===== config.mk =====
export PLATFORM = sky130hd
export DESIGN_NAME = south_port_arbiter_flat
export DESIGN_NICKNAME = d
export VERILOG_FILES = /design/src/rtl/south_port_arbiter_if.sv /design/src/rtl/south_port_arbiter.sv /design/src/flat_wrapper.sv
export SDC_FILE = /design/constraint.sdc
export NUM_CORES = 1
export LEC_CHECK = 0
export BUFFER_PORTS_ARGS = -buffer_cell sky130_fd_sc_hd__clkbuf_2
export CORE_ASPECT_RATIO = 0.9
export CORE_UTILIZATION = 35
export CTS_BUF_LIST = sky130_fd_sc_hd__clkbuf_8
export DETAILED_ROUTE_END_ITERATION = 8
export GPL_TIMING_DRIVEN = 0
export PLACE_DENSITY = 0.61
export SLEW_MARGIN = 20
export SYNTH_ARGS = -nofsm -noshare
export SYNTH_HDL_FRONTEND = slang
export SYNTH_SLANG_ARGS = --single-unit

===== constraint.sdc =====
create_clock -name clk -period 2.1 [get_ports clk]
set_clock_uncertainty 0.05 [all_clocks]
set_input_delay 0 -clock clk [delete_from_list [all_inputs] [get_ports clk]]
set_output_delay 0 -clock clk [all_outputs]
set_load 0.02 [all_outputs]

===== src/rtl/south_port_arbiter_if.sv =====
// south_port_arbiter_if: requester holding-register inputs and south link handshake bundle
interface south_port_arbiter_if #(
  parameter int NUM_REQ = 4,
  parameter int WIDTH = 16,
  parameter int GID_W = $clog2(NUM_REQ)
);
  logic [NUM_REQ*WIDTH-1:0] req_packet;
  logic [NUM_REQ-1:0] req_valid;
  logic [NUM_REQ-1:0] req_ready;
  logic [WIDTH-1:0] out_packet;
  logic out_valid;
  logic out_ready;
  logic [GID_W-1:0] out_src;
  logic [15:0] pkt_count;
  modport slave(
    input req_packet, req_valid, out_ready,
    output req_ready, out_packet, out_valid, out_src, pkt_count
  );
  modport master(
    output req_packet, req_valid, out_ready,
    input req_ready, out_packet, out_valid, out_src, pkt_count
  );
endinterface


===== src/rtl/south_port_arbiter.sv =====
// south_port_arbiter: round-robin share of the south link among one-entry requester holds
module south_port_arbiter #(
  parameter int NUM_REQ = 4,
  parameter int WIDTH = 16,
  parameter int GID_W = $clog2(NUM_REQ)
) (
  input logic clk,
  input logic rst,
  south_port_arbiter_if.slave bus
);
  logic [NUM_REQ-1:0] hold_valid;
  logic [WIDTH-1:0] hold_pkt [NUM_REQ];
  logic [GID_W-1:0] rr_ptr;
  logic [GID_W-1:0] win;
  logic [GID_W-1:0] win_nxt;
  logic [GID_W:0] idx;
  logic out_valid;
  logic [WIDTH-1:0] out_packet;
  logic [GID_W-1:0] out_src;
  logic [15:0] pkt_count;
  logic out_free;
  logic any_hold;
  assign out_free = ~out_valid | bus.out_ready;
  assign any_hold = |hold_valid;
  assign win_nxt = win == GID_W'(NUM_REQ - 1) ? '0 : win + 1'b1;
  assign bus.req_ready = ~hold_valid;
  assign bus.out_valid = out_valid;
  assign bus.out_packet = out_packet;
  assign bus.out_src = out_src;
  assign bus.pkt_count = pkt_count;
  // scan from the farthest offset back toward rr_ptr so the nearest set hold wins
  always_comb begin
    win = '0;
    idx = '0;
    for (int k = NUM_REQ - 1; k >= 0; k--) begin
      idx = {1'b0, rr_ptr} + (GID_W+1)'(k);
      idx = idx >= (GID_W+1)'(NUM_REQ) ? idx - (GID_W+1)'(NUM_REQ) : idx;
      win = hold_valid[idx[GID_W-1:0]] ? idx[GID_W-1:0] : win;
    end
  end
  // capture into empty holds, move the winner to the output register when the slot frees
  always_ff @(posedge clk) begin
    if (rst) begin
      hold_valid <= '0;
      for (int i = 0; i < NUM_REQ; i++) hold_pkt[i] <= '0;
      rr_ptr <= '0;
      out_valid <= 1'b0;
      out_packet <= '0;
      out_src <= '0;
      pkt_count <= '0;
    end else begin
      for (int i = 0; i < NUM_REQ; i++)
        if (bus.req_valid[i] && !hold_valid[i]) begin
          hold_valid[i] <= 1'b1;
          hold_pkt[i] <= bus.req_packet[i*WIDTH +: WIDTH];
        end
      if (out_free) begin
        out_valid <= any_hold;
        if (any_hold) begin
          out_packet <= hold_pkt[win];
          out_src <= win;
          hold_valid[win] <= 1'b0;
          rr_ptr <= win_nxt;
        end
      end
      if (out_valid && bus.out_ready) pkt_count <= pkt_count + 16'd1;
    end
  end
endmodule


===== src/flat_wrapper.sv =====
// flat-port wrapper written by rule: the top's interface ports become plain ports
module south_port_arbiter_flat 
#(
  parameter int NUM_REQ = 4,
  parameter int WIDTH = 16,
  parameter int GID_W = $clog2(NUM_REQ)
)
  (clk, rst, bus_req_packet, bus_req_valid, bus_out_ready, bus_req_ready, bus_out_packet, bus_out_valid, bus_out_src, bus_pkt_count);
  south_port_arbiter_if #(.NUM_REQ(NUM_REQ), .WIDTH(WIDTH), .GID_W(GID_W)) bus_i ();
  input logic clk;
  input logic rst;
  input wire logic [$bits(bus_i.req_packet)-1:0] bus_req_packet;
  input wire logic [$bits(bus_i.req_valid)-1:0] bus_req_valid;
  input wire logic [$bits(bus_i.out_ready)-1:0] bus_out_ready;
  output wire logic [$bits(bus_i.req_ready)-1:0] bus_req_ready;
  output wire logic [$bits(bus_i.out_packet)-1:0] bus_out_packet;
  output wire logic [$bits(bus_i.out_valid)-1:0] bus_out_valid;
  output wire logic [$bits(bus_i.out_src)-1:0] bus_out_src;
  output wire logic [$bits(bus_i.pkt_count)-1:0] bus_pkt_count;
  assign bus_i.req_packet = bus_req_packet;
  assign bus_i.req_valid = bus_req_valid;
  assign bus_i.out_ready = bus_out_ready;
  assign bus_req_ready = bus_i.req_ready;
  assign bus_out_packet = bus_i.out_packet;
  assign bus_out_valid = bus_i.out_valid;
  assign bus_out_src = bus_i.out_src;
  assign bus_pkt_count = bus_i.pkt_count;
  south_port_arbiter #(.NUM_REQ(NUM_REQ), .WIDTH(WIDTH), .GID_W(GID_W)) u_core (.clk(clk), .rst(rst), .bus(bus_i));
endmodule

==> flow_summary_export.csv, run 1 <==
group,metric,value,unit
yosys,syn_area,4560,µm²
yosys,synth_top_family_by_area,"simple AND/OR/NAND/NOR gates",
sta,period_needed,1880,ps
global_route,track_usage,15.9,%
clock_network,cts_tree,"yes",
clock_network,cts_buffer_depth,2,
pwr,power.density,816,nW/µm²
floorplan,io_pins,110,
status,status,"finished clean",
yosys,synth_seq_cells,105,
final_layout,nNetsFinal,627,
pwr,comb_power_share,25.9,%
routing,wl_per_cell,14.5,µm
sta,worstMarginPinSlew,853,ps
final_layout,areaGrowthSynthToFinish,35.6,%
yosys,netlist_top_cells_area,"edfxtp_1 42%, dfxtp_1 18%, and2_1 8.9%",
global_route,grt_first_pass_wirelength,15.8,mm
yosys,syn_nets,439,
routing,drt-pass1-iter-count,5,
floorplan,rows,39,
pwr,p_int,3.47,mW
critical_path,crit_fanout,10,
critical_path,reg2reg_from,"u_core.hold_valid[0]$_SDFF_PP0_",
clock_network,cts-buffers-inserted,9,
sta,max_freq,532,MHz
pwr,p_leak,2.60,nW
placement,port_buffers,108,
clock_network,root_buffer,"clkbuf_8",
critical_path,reg2reg_depth,7,
critical_path,end_kind,"flop",
routing,drt-total-wl,10.5,mm
floorplan,die_y,110,µm
pwr,max-vdd-ir-drop,0.375,mV
worst_hold_path,min_to,"u_core.bus.out_packet[8]$_SDFFE_PP0P_",
yosys,synth_flop_cell,"edfxtp_1",
critical_path,criticalPathCategory,"flop to flop",
floorplan,core_region_area,12700,µm²
yosys,synth_adder_area_share,0.823,%
critical_path,r2r_setup_slack,220,ps
sta,period_share,89.6,%
pwr,p_seq_share,50.6,%
final_layout,drive_gt1_share,28.9,%
worst_hold_path,hp-class,"input pin to flop",
clock_network,cts.sinks,105,
yosys,synth-simple-area-share,17.6,%
final_layout,n_antenna_cell,0,
floorplan,die_w,122,µm
critical_path,required,2310,ps
sta,rsz0062_at_grt,"no",
global_route,grt_pass1_vias,3137,
placement,place_congestion,0.758,
sta,setup_viol,0,
yosys,yosysTopAreaCell,"edfxtp_1",
critical_path,r2r-end,"u_core.bus.out_packet[9]$_SDFFE_PP0P_",
sta,hold_viol,0,
worst_hold_path,hold_start,"rst",
critical_path,cp.arrival,2090,ps
clock_network,clk_pin_slew,110,ps
pwr,p_clk_share,23.5,%
yosys,yosys_warnings,0,
routing,vias_per_cell,4.47,
sta,setup-tns-final,0,ps
floorplan,dieArea,13500,µm²
yosys,netlist_instances,365,
sta,slew_viol_final,0,
clock_network,clkLatencyLatePin,380,ps
routing,ant_nets,0,
yosys,yosysMostFrequentCell,"and2_1",
yosys,avgSynthCellArea,12.5,µm²
placement,dpl.hpwl,7.61,mm
yosys,synth-edff-count,64,
global_route,grt_max_degree,19,
yosys,synth_commonest_cells,"65 x and2_1, 64 x edfxtp_1, 41 x dfxtp_1",
pwr,swShare,31.1,%
yosys,synth_compound_area_share,7.82,%
yosys,synth_mux_area_share,7.25,%
yosys,yosysUniqueCellTypes,36,
clock_network,cts-resized-gates,0,
yosys,seq_area_frac_synth,60.2,%
clock_network,htree_levels,3,
yosys,synth.top_cell.area_share,42.2,%
sta,fin_hold_ws,89.3,ps
worst_hold_path,worstHoldPathCells,4,
routing,vias,3225,
routing,drc,0,
pwr,p_sw,1.57,mW
routing,drtIter0Drc,180,
global_route,antenna_found_initial,0,
floorplan,start_util,35.9,%
yosys,synthXorXnorAreaFrac,2.88,%
global_route,overflow,0,
run,max_cap_viol_count,0,
critical_path,worstSetupStartpointType,"flop",
sta,relSlewSlack,43.1,%
yosys,async_flop_share,0,%
final cells by class:
cell class	count	area [µm²]
Inverter	8	30.0
Buffer	18	128
Clock inverter	6	47.5
Tap cell	164	205
Sequential cell	105	2740
Timing Repair Buffer	177	1230
Clock buffer	10	138
Multi-Input combinational cell	234	1660
Fill cell	1181	6510
state kept, by name, indices dropped and copies added (netlist names):
signal,cells
u_core.hold_pkt,64
u_core.bus.out_packet,16
u_core.bus.pkt_count,16
u_core.hold_valid,4
u_core.bus.out_src,2
u_core.rr_ptr,2
u_core.bus.out_valid,1
power groups by stage:
stage	registers (mW)	clock network [mW]	logic, mW
finish	2.55	1.19	1.30
global route	2.58	1.29	1.42
CTS	2.55	1.22	1.32
detailed placement	2.60	0	1.22
global placement	2.59	0	1.20
floorplan	2.68	0	0.746
worst max-delay path by stage:
stage | startpoint | to | slack (ps)
after floorplan | u_core.hold_valid[1]$_SDFF_PP0_ | u_core.rr_ptr[1]$_SDFFE_PP0P_ | 520
after global placement | u_core.hold_valid[0]$_SDFF_PP0_ | u_core.bus.out_packet[9]$_SDFFE_PP0P_ | 290
after detailed placement | u_core.rr_ptr[1]$_SDFFE_PP0P_ | u_core.bus.out_packet[9]$_SDFFE_PP0P_ | 250
after CTS | u_core.hold_valid[0]$_SDFF_PP0_ | u_core.bus.out_packet[9]$_SDFFE_PP0P_ | 240
after global routing | u_core.hold_valid[0]$_SDFF_PP0_ | u_core.bus.out_packet[9]$_SDFFE_PP0P_ | 160
final | u_core.hold_valid[0]$_SDFF_PP0_ | u_core.bus.out_packet[9]$_SDFFE_PP0P_ | 220
cells in the final DEF (no fill, tap or decap), drive strengths merged, types with 5 or more instances in the layout:
master / synthesis / routed
nand2b: 6 / 6
a21oi: 9 / 9
dlygate4sd3: 0 / 69
nand3: 5 / 5
nor2: 28 / 28
buf: 12 / 12
dfxtp: 41 / 41
and2: 65 / 65
o221ai: 16 / 16
inv: 8 / 11
mux2i: 33 / 33
nand2: 34 / 34
clkbuf: 6 / 124
and3: 5 / 5
xor2: 13 / 13
a211oi: 5 / 5
edfxtp: 64 / 64
cell families after synthesis:
logic type	count (synthesis)
adder cells (fa/ha/maj)	3
multiplexers	33
flip-flops	105
AO/OA/AOI/OAI	34
XOR/XNOR	15
buffers and inverters	26
AND/OR/NAND/NOR	149
metal layers:
| metal | vias to the layer above | wire [µm] | part of all wire (%) | GRT usage [%] |
|---|---|---|---|---|
| li1 | 1653 | - | - | - |
| met4 | 0 | 268 | 2.6 | 7.93 |
| met1 | 1477 | 4800 | 46 | 20.8 |
| met2 | 75 | 5020 | 48 | 25.4 |
| met5 | - | 0 | 0 | 0 |
| met3 | 20 | 415 | 4.0 | 2.93 |
critical path, stage by stage, from the launching register on:
cell	delay [ps]
dfxtp_1	380
a21oi_1	180
o21ai_1	90
a21oi_2	200
buf_6	190
buf_6	190
mux2i_1	360
o221ai_2	130
per-stage QoR:
stage	instances	utilization, %	setup slack, ps	cell area (µm²)	total power, mW
6_report	722	48.7	219	6180	5.04
4_1_cts	722	48.7	235	6180	5.09
3_3_place_gp	637	41.8	291	5300	3.79
3_5_place_dp	637	41.8	246	5300	3.82
2_1_floorplan	365	-	516	4560	3.42
5_1_grt	722	48.7	155	6180	5.29
what timing repair did:
| item | in CTS | in global routing |
|---|---|---|
| hold buffers | 69 | 0 |
| setup buffers | 0 | 0 |
| endpoints found under the hold margin | 69 | 0 |
(Power assumes the default switching activity.)
==> run 2: changes to the inputs <==
--- a/config.mk
+++ b/config.mk
@@ -9,3 +9,3 @@
 export CORE_ASPECT_RATIO = 0.9
-export CORE_UTILIZATION = 35
+export CORE_UTILIZATION = 45
 export CTS_BUF_LIST = sky130_fd_sc_hd__clkbuf_8
@@ -13,3 +13,4 @@
 export GPL_TIMING_DRIVEN = 0
-export PLACE_DENSITY = 0.61
+export PLACE_DENSITY = 0.74
+export RECOVER_POWER = 100
 export SLEW_MARGIN = 20
==> constraint.sdc (replaced) <==
create_clock -name clk -period 2.1 [get_ports clk]
set_clock_uncertainty 0.05 [all_clocks]
set_input_delay 0.105 -clock clk [delete_from_list [all_inputs] [get_ports clk]]
set_output_delay 0.105 -clock clk [all_outputs]
set_load 0.02 [all_outputs]
==> flow_summary_export.csv, run 2 (synthesis results as in run 1) <==
group,metric,value,unit
status,status,"finished clean",
sta,worstMarginPinSlew,865,ps
final_layout,biggestRegsByFlops,"u_core.hold_pkt (64), u_core.bus.out_packet (16), u_core.bus.pkt_count (16)",
final_layout,nNetsFinal,626,
clock_network,clk_pin_slew,100,ps
critical_path,cp.arrival,2090,ps
global_route,grt_max_degree,19,
sta,setup_viol,0,
routing,drt-pass1-iter-count,4,
pwr,p_leak,2.43,nW
pwr,p_clk_share,24.9,%
sta,max_freq,526,MHz
critical_path,critPathTopFamily,"compound AO/OA/AOI/OAI gates",
critical_path,crit_cells,7,
critical_path,path_buf_inv,2,
pwr,swShare,30.7,%
floorplan,core_region_area,9740,µm²
floorplan,die_y,97.5,µm
floorplan,rows,34,
placement,place_congestion,0.801,
routing,drt-total-wl,10.6,mm
routing,vias,3306,
clock_network,cts-buffers-inserted,9,
clock_network,clkLatencyLatePin,360,ps
floorplan,start_util,46.8,%
sta,setup-tns-final,0,ps
worst_hold_path,worstHoldPathCells,2,
final_layout,regMostFlops,"u_core.hold_pkt",
pwr,comb_power_share,24.8,%
clock_network,cts_setup_buffers,0,
critical_path,cpPeakStageDelay,380,ps
routing,drtIter0Drc,121,
critical_path,critical_path.most_common_cell,"buf_6",
placement,dp_cells,599,
pwr,p_int,3.53,mW
sta,slew_viol_final,0,
routing,wl_per_cell,15.5,µm
floorplan,dieArea,10500,µm²
routing,vias_per_cell,4.84,
final_layout,areaGrowthSynthToFinish,33.5,%
critical_path,path_cells,"a21oi_1 > o21ai_0 > a21oi_2 > buf_6 > buf_6 > mux2i_1 > o221ai_2",
final_layout,drive_gt1_share,20.8,%
pwr,power.density,837,nW/µm²
sta,rsz0062_at_grt,"no",
sta,finalWorstSetupSlack,197,ps
global_route,grt_pass1_vias,3300,
critical_path,reg2reg_depth,7,
critical_path,end_kind,"flop",
sta,hold_viol,0,
final_layout,final_cell_mix,"69 x clkbuf_2, 68 x dlygate4sd3_1, 64 x edfxtp_1, 48 x clkbuf_1, 41 x dfxtp_1",
run,max_cap_viol_count,0,
pwr,max-vdd-ir-drop,0.371,mV
pwr,p_sw,1.56,mW
placement,dpl.hpwl,7.38,mm
sta,period_share,90.6,%
clock_network,cts_tree,"yes",
final_layout,stdcell_count,683,
global_route,grt_first_pass_wirelength,16.7,mm
final_layout,n_antenna_cell,0,
clock_network,cts.sinks,105,
final_layout,largest_reg_flops,64,
routing,drc,0,
critical_path,crit_fanout,11,
floorplan,die_w,108,µm
clock_network,root_buffer,"clkbuf_8",
critical_path,slowest_stage,"dfxtp_1",
clock_network,htree_levels,3,
sta,fin_hold_ws,77.0,ps
pwr,p_seq_share,50.3,%
global_route,track_usage,20.9,%
critical_path,criticalPathCategory,"flop to flop",
sta,relSlewSlack,42.4,%
placement,place_area,5260,µm²
critical_path,worstSetupStartpointType,"flop",
placement,port_buffers,108,
sta,period_needed,1900,ps
global_route,antenna_found_initial,0,
floorplan,io_pins,110,
worst_hold_path,hp-class,"input pin to flop",
critical_path,required,2290,ps
routing,ant_nets,0,
placement,dp_slack,162,ps
final_layout,finalInstanceArea,6080,µm²
global_route,overflow,0,
final_layout,final_common_cell,"clkbuf_2",
clock_network,cts_buffer_depth,2,
final_layout,fillers,800,
critical_path,r2r_setup_slack,200,ps
==> run 2: changes by cell type in the layout (fill, tap and decap cells not counted), sizes merged <==
cell,before,now
buf,12,9
clkbuf,124,126
inv,11,10
dlygate4sd3,69,68
bufinv,0,1
clkinv,3,4
==> run 2: worst paths after layout <==
path,startpoint,end
setup reg to reg,u_core.hold_valid[0]$_SDFF_PP0_,u_core.bus.out_packet[0]$_SDFFE_PP0P_
hold reg to reg,u_core.bus.out_packet[4]$_SDFFE_PP0P_,u_core.bus.out_packet[4]$_SDFFE_PP0P_
setup / recovery,u_core.hold_valid[0]$_SDFF_PP0_,u_core.bus.out_packet[0]$_SDFFE_PP0P_
hold / removal,bus_req_packet[36],u_core.hold_pkt[2][4]$_SDFFCE_PN0P_
==> run 2: through the flow <==
stage          power (mW)  util [%]
2_1_floorplan        3.42         -
3_3_place_gp         3.77      54.0
3_5_place_dp         3.81      54.0
4_1_cts              5.15      63.0
5_1_grt              5.32      62.4
6_report             5.09      62.4
==> run 2: power by group through the flow <==
stage                     combinational (mW)  clock, mW  sequential [mW]
after floorplan                        0.746          0             2.68
after global placement                  1.17          0             2.60
after detailed placement                1.19          0             2.61
after CTS                               1.30       1.29             2.57
after global routing                    1.36       1.36             2.59
final                                   1.26       1.27             2.56
==> run 2: metal layers <==
layer	share of wire, %	track usage, %
met5	0	0
met4	1.5	6.32
met3	4.8	4.69
met2	48	34.4
met1	45	27.2
==> run 2: cell type report <==
type | count | area [µm²] | area share, %
tap | 126 | 158 | 2.59
buffer | 18 | 124 | 2.04
sequential | 105 | 2740 | 45.1
inverter | 8 | 30.0 | 0.494
timing repair buffer | 176 | 1170 | 19.3
clock inverter | 7 | 78.8 | 1.30
clock buffer | 9 | 124 | 2.04
multi-input combinational | 234 | 1650 | 27.2
==> run 2: timing repair <==
action | CTS | global route
hold buffers | 68 | 0
hold endpoints to repair | 68 | 0
resized for setup | 0 | 0
==> run 3: changes to the inputs <==
Settings changed: CORE_MARGIN from default to 2.
==> flow_summary_export.csv, run 3 (synthesis results as in run 1) <==
group,metric,value,unit
floorplan,die_y,99.5,µm
pwr,max-vdd-ir-drop,0.475,mV
global_route,track_usage,20.1,%
routing,drt-pass1-iter-count,4,
pwr,p_leak,2.41,nW
critical_path,cp.arrival,2140,ps
floorplan,die_w,110,µm
pwr,power.density,831,nW/µm²
routing,vias_per_cell,4.89,
critical_path,crit_fanout,11,
final_layout,biggestRegsByFlops,"u_core.hold_pkt (64), u_core.bus.out_packet (16), u_core.bus.pkt_count (16)",
pwr,p_sw,1.61,mW
worst_hold_path,hp-class,"input pin to flop",
final_layout,areaGrowthSynthToFinish,32.9,%
pwr,p_int,3.43,mW
worst_hold_path,hold_start,"bus_req_packet[20]",
sta,period_share,92.3,%
floorplan,rows,34,
pwr,p_seq_share,50.9,%
sta,setup-tns-final,0,ps
clock_network,clk_pin_slew,110,ps
critical_path,worstSetupStartpointType,"flop",
routing,wl_per_cell,15.8,µm
pwr,comb_power_share,25.0,%
critical_path,criticalPathCategory,"flop to flop",
status,status,"finished clean",
sta,max_freq,516,MHz
final_layout,final_cell_mix,"69 x clkbuf_2, 66 x dlygate4sd3_1, 64 x edfxtp_1, 47 x clkbuf_1, 47 x and2_0",
global_route,grt_first_pass_wirelength,16.5,mm
placement,port_buffers,108,
clock_network,htree_levels,3,
sta,period_needed,1940,ps
final_layout,finalInstanceArea,6060,µm²
floorplan,dieArea,11000,µm²
routing,vias,3330,
critical_path,startpoint,"u_core.rr_ptr[1]$_SDFFE_PP0P_",
routing,drt-total-wl,10.8,mm
placement,place_congestion,0.807,
global_route,grt_max_degree,21,
routing,drc,0,
sta,worstMarginPinSlew,889,ps
sta,setup_viol,0,
final_layout,n_antenna_cell,0,
final_layout,drive_gt1_share,21.3,%
clock_network,cts_buffer_depth,2,
placement,place_area,5260,µm²
global_route,antenna_found_initial,0,
sta,hold_viol,0,
sta,relSlewSlack,40.7,%
routing,drtIter0Drc,141,
clock_network,clkLatencyLatePin,370,ps
global_route,overflow,0,
global_route,grt_pass1_vias,3341,
final_layout,final_common_cell,"clkbuf_2",
placement,dpl.hpwl,7.38,mm
clock_network,cts-buffers-inserted,9,
floorplan,io_pins,110,
pwr,p_clk_share,24.1,%
critical_path,end_kind,"flop",
critical_path,reg2reg_from,"u_core.rr_ptr[1]$_SDFFE_PP0P_",
floorplan,start_util,46.8,%
routing,ant_nets,0,
sta,rsz0062_at_grt,"no",
final_layout,largest_reg_flops,64,
critical_path,required,2300,ps
clock_network,root_buffer,"clkbuf_8",
final_layout,regMostFlops,"u_core.hold_pkt",
floorplan,core_region_area,9740,µm²
run,max_cap_viol_count,0,
pwr,swShare,31.9,%
clock_network,cts_tree,"yes",
clock_network,cts.sinks,105,
final_layout,nNetsFinal,624,
sta,slew_viol_final,0,
run 3: area by class of cell:
cell class                 count  area, µm²
sequential                   105       2740
fill                         815       3680
multi-input combinational    234       1660
tap                          126        158
buffer                        18        125
clock buffer                   9        124
timing repair buffer         174       1150
clock inverter                 7       70.1
inverter                       8       30.0
run 3: final timing paths:
kind	to	slack, ps	depth (start not counted)
min reg2reg	u_core.bus.out_src[0]$_SDFFE_PP0P_	420	2
max	u_core.bus.out_packet[14]$_SDFFE_PP0P_	160	7
min	u_core.hold_pkt[1][4]$_SDFFCE_PN0P_	30	2
max reg2reg	u_core.bus.out_packet[14]$_SDFFE_PP0P_	160	7
run 3: layer usage:
metal | up-vias | global-route usage [%] | part of all wire, %
met5 | - | 0 | 0
met4 | 0 | 7.50 | 1.9
met3 | 15 | 3.08 | 4.4
met2 | 90 | 33.3 | 47
met1 | 1576 | 26.6 | 46
li1 | 1649 | - | -
run 3: through the flow:
step / hold slack [ps] / utilization, % / instances / power, mW / setup WS [ps]
after global placement: 336 / 54.0 / 599 / 3.77 / 264
after detailed placement: 336 / 54.0 / 599 / 3.80 / 238
after CTS: 4.45 / 62.7 / 681 / 5.09 / 217
after global routing: 13.8 / 62.2 / 681 / 5.27 / 99.9
after floorplan: 227 / - / 365 / 3.42 / 516
final: 31.2 / 62.2 / 681 / 5.04 / 162
run 3: power by group through the flow:
stage	clock (mW)	combinational, mW	sequential (mW)
after global placement	0	1.17	2.60
after detailed placement	0	1.19	2.61
after global routing	1.31	1.37	2.59
after CTS	1.24	1.29	2.56
after floorplan	0	0.746	2.68
final	1.21	1.26	2.56
run 3: worst max-delay path: stages, from the launching register on:
cell and delay, ps:
dfxtp_1 400, a21oi_1 170, o21ai_0 110, a21oi_2 190, buf_6 180, buf_6 180
mux2i_1 380, o221ai_2 150
run 3: timing repair:
action                                  CTS  global route
endpoints found under the setup margin    0             0
buffers inserted                          0             0
resized for setup                         0             0
hold buffers                             66             0
endpoints found under the hold margin    66             0
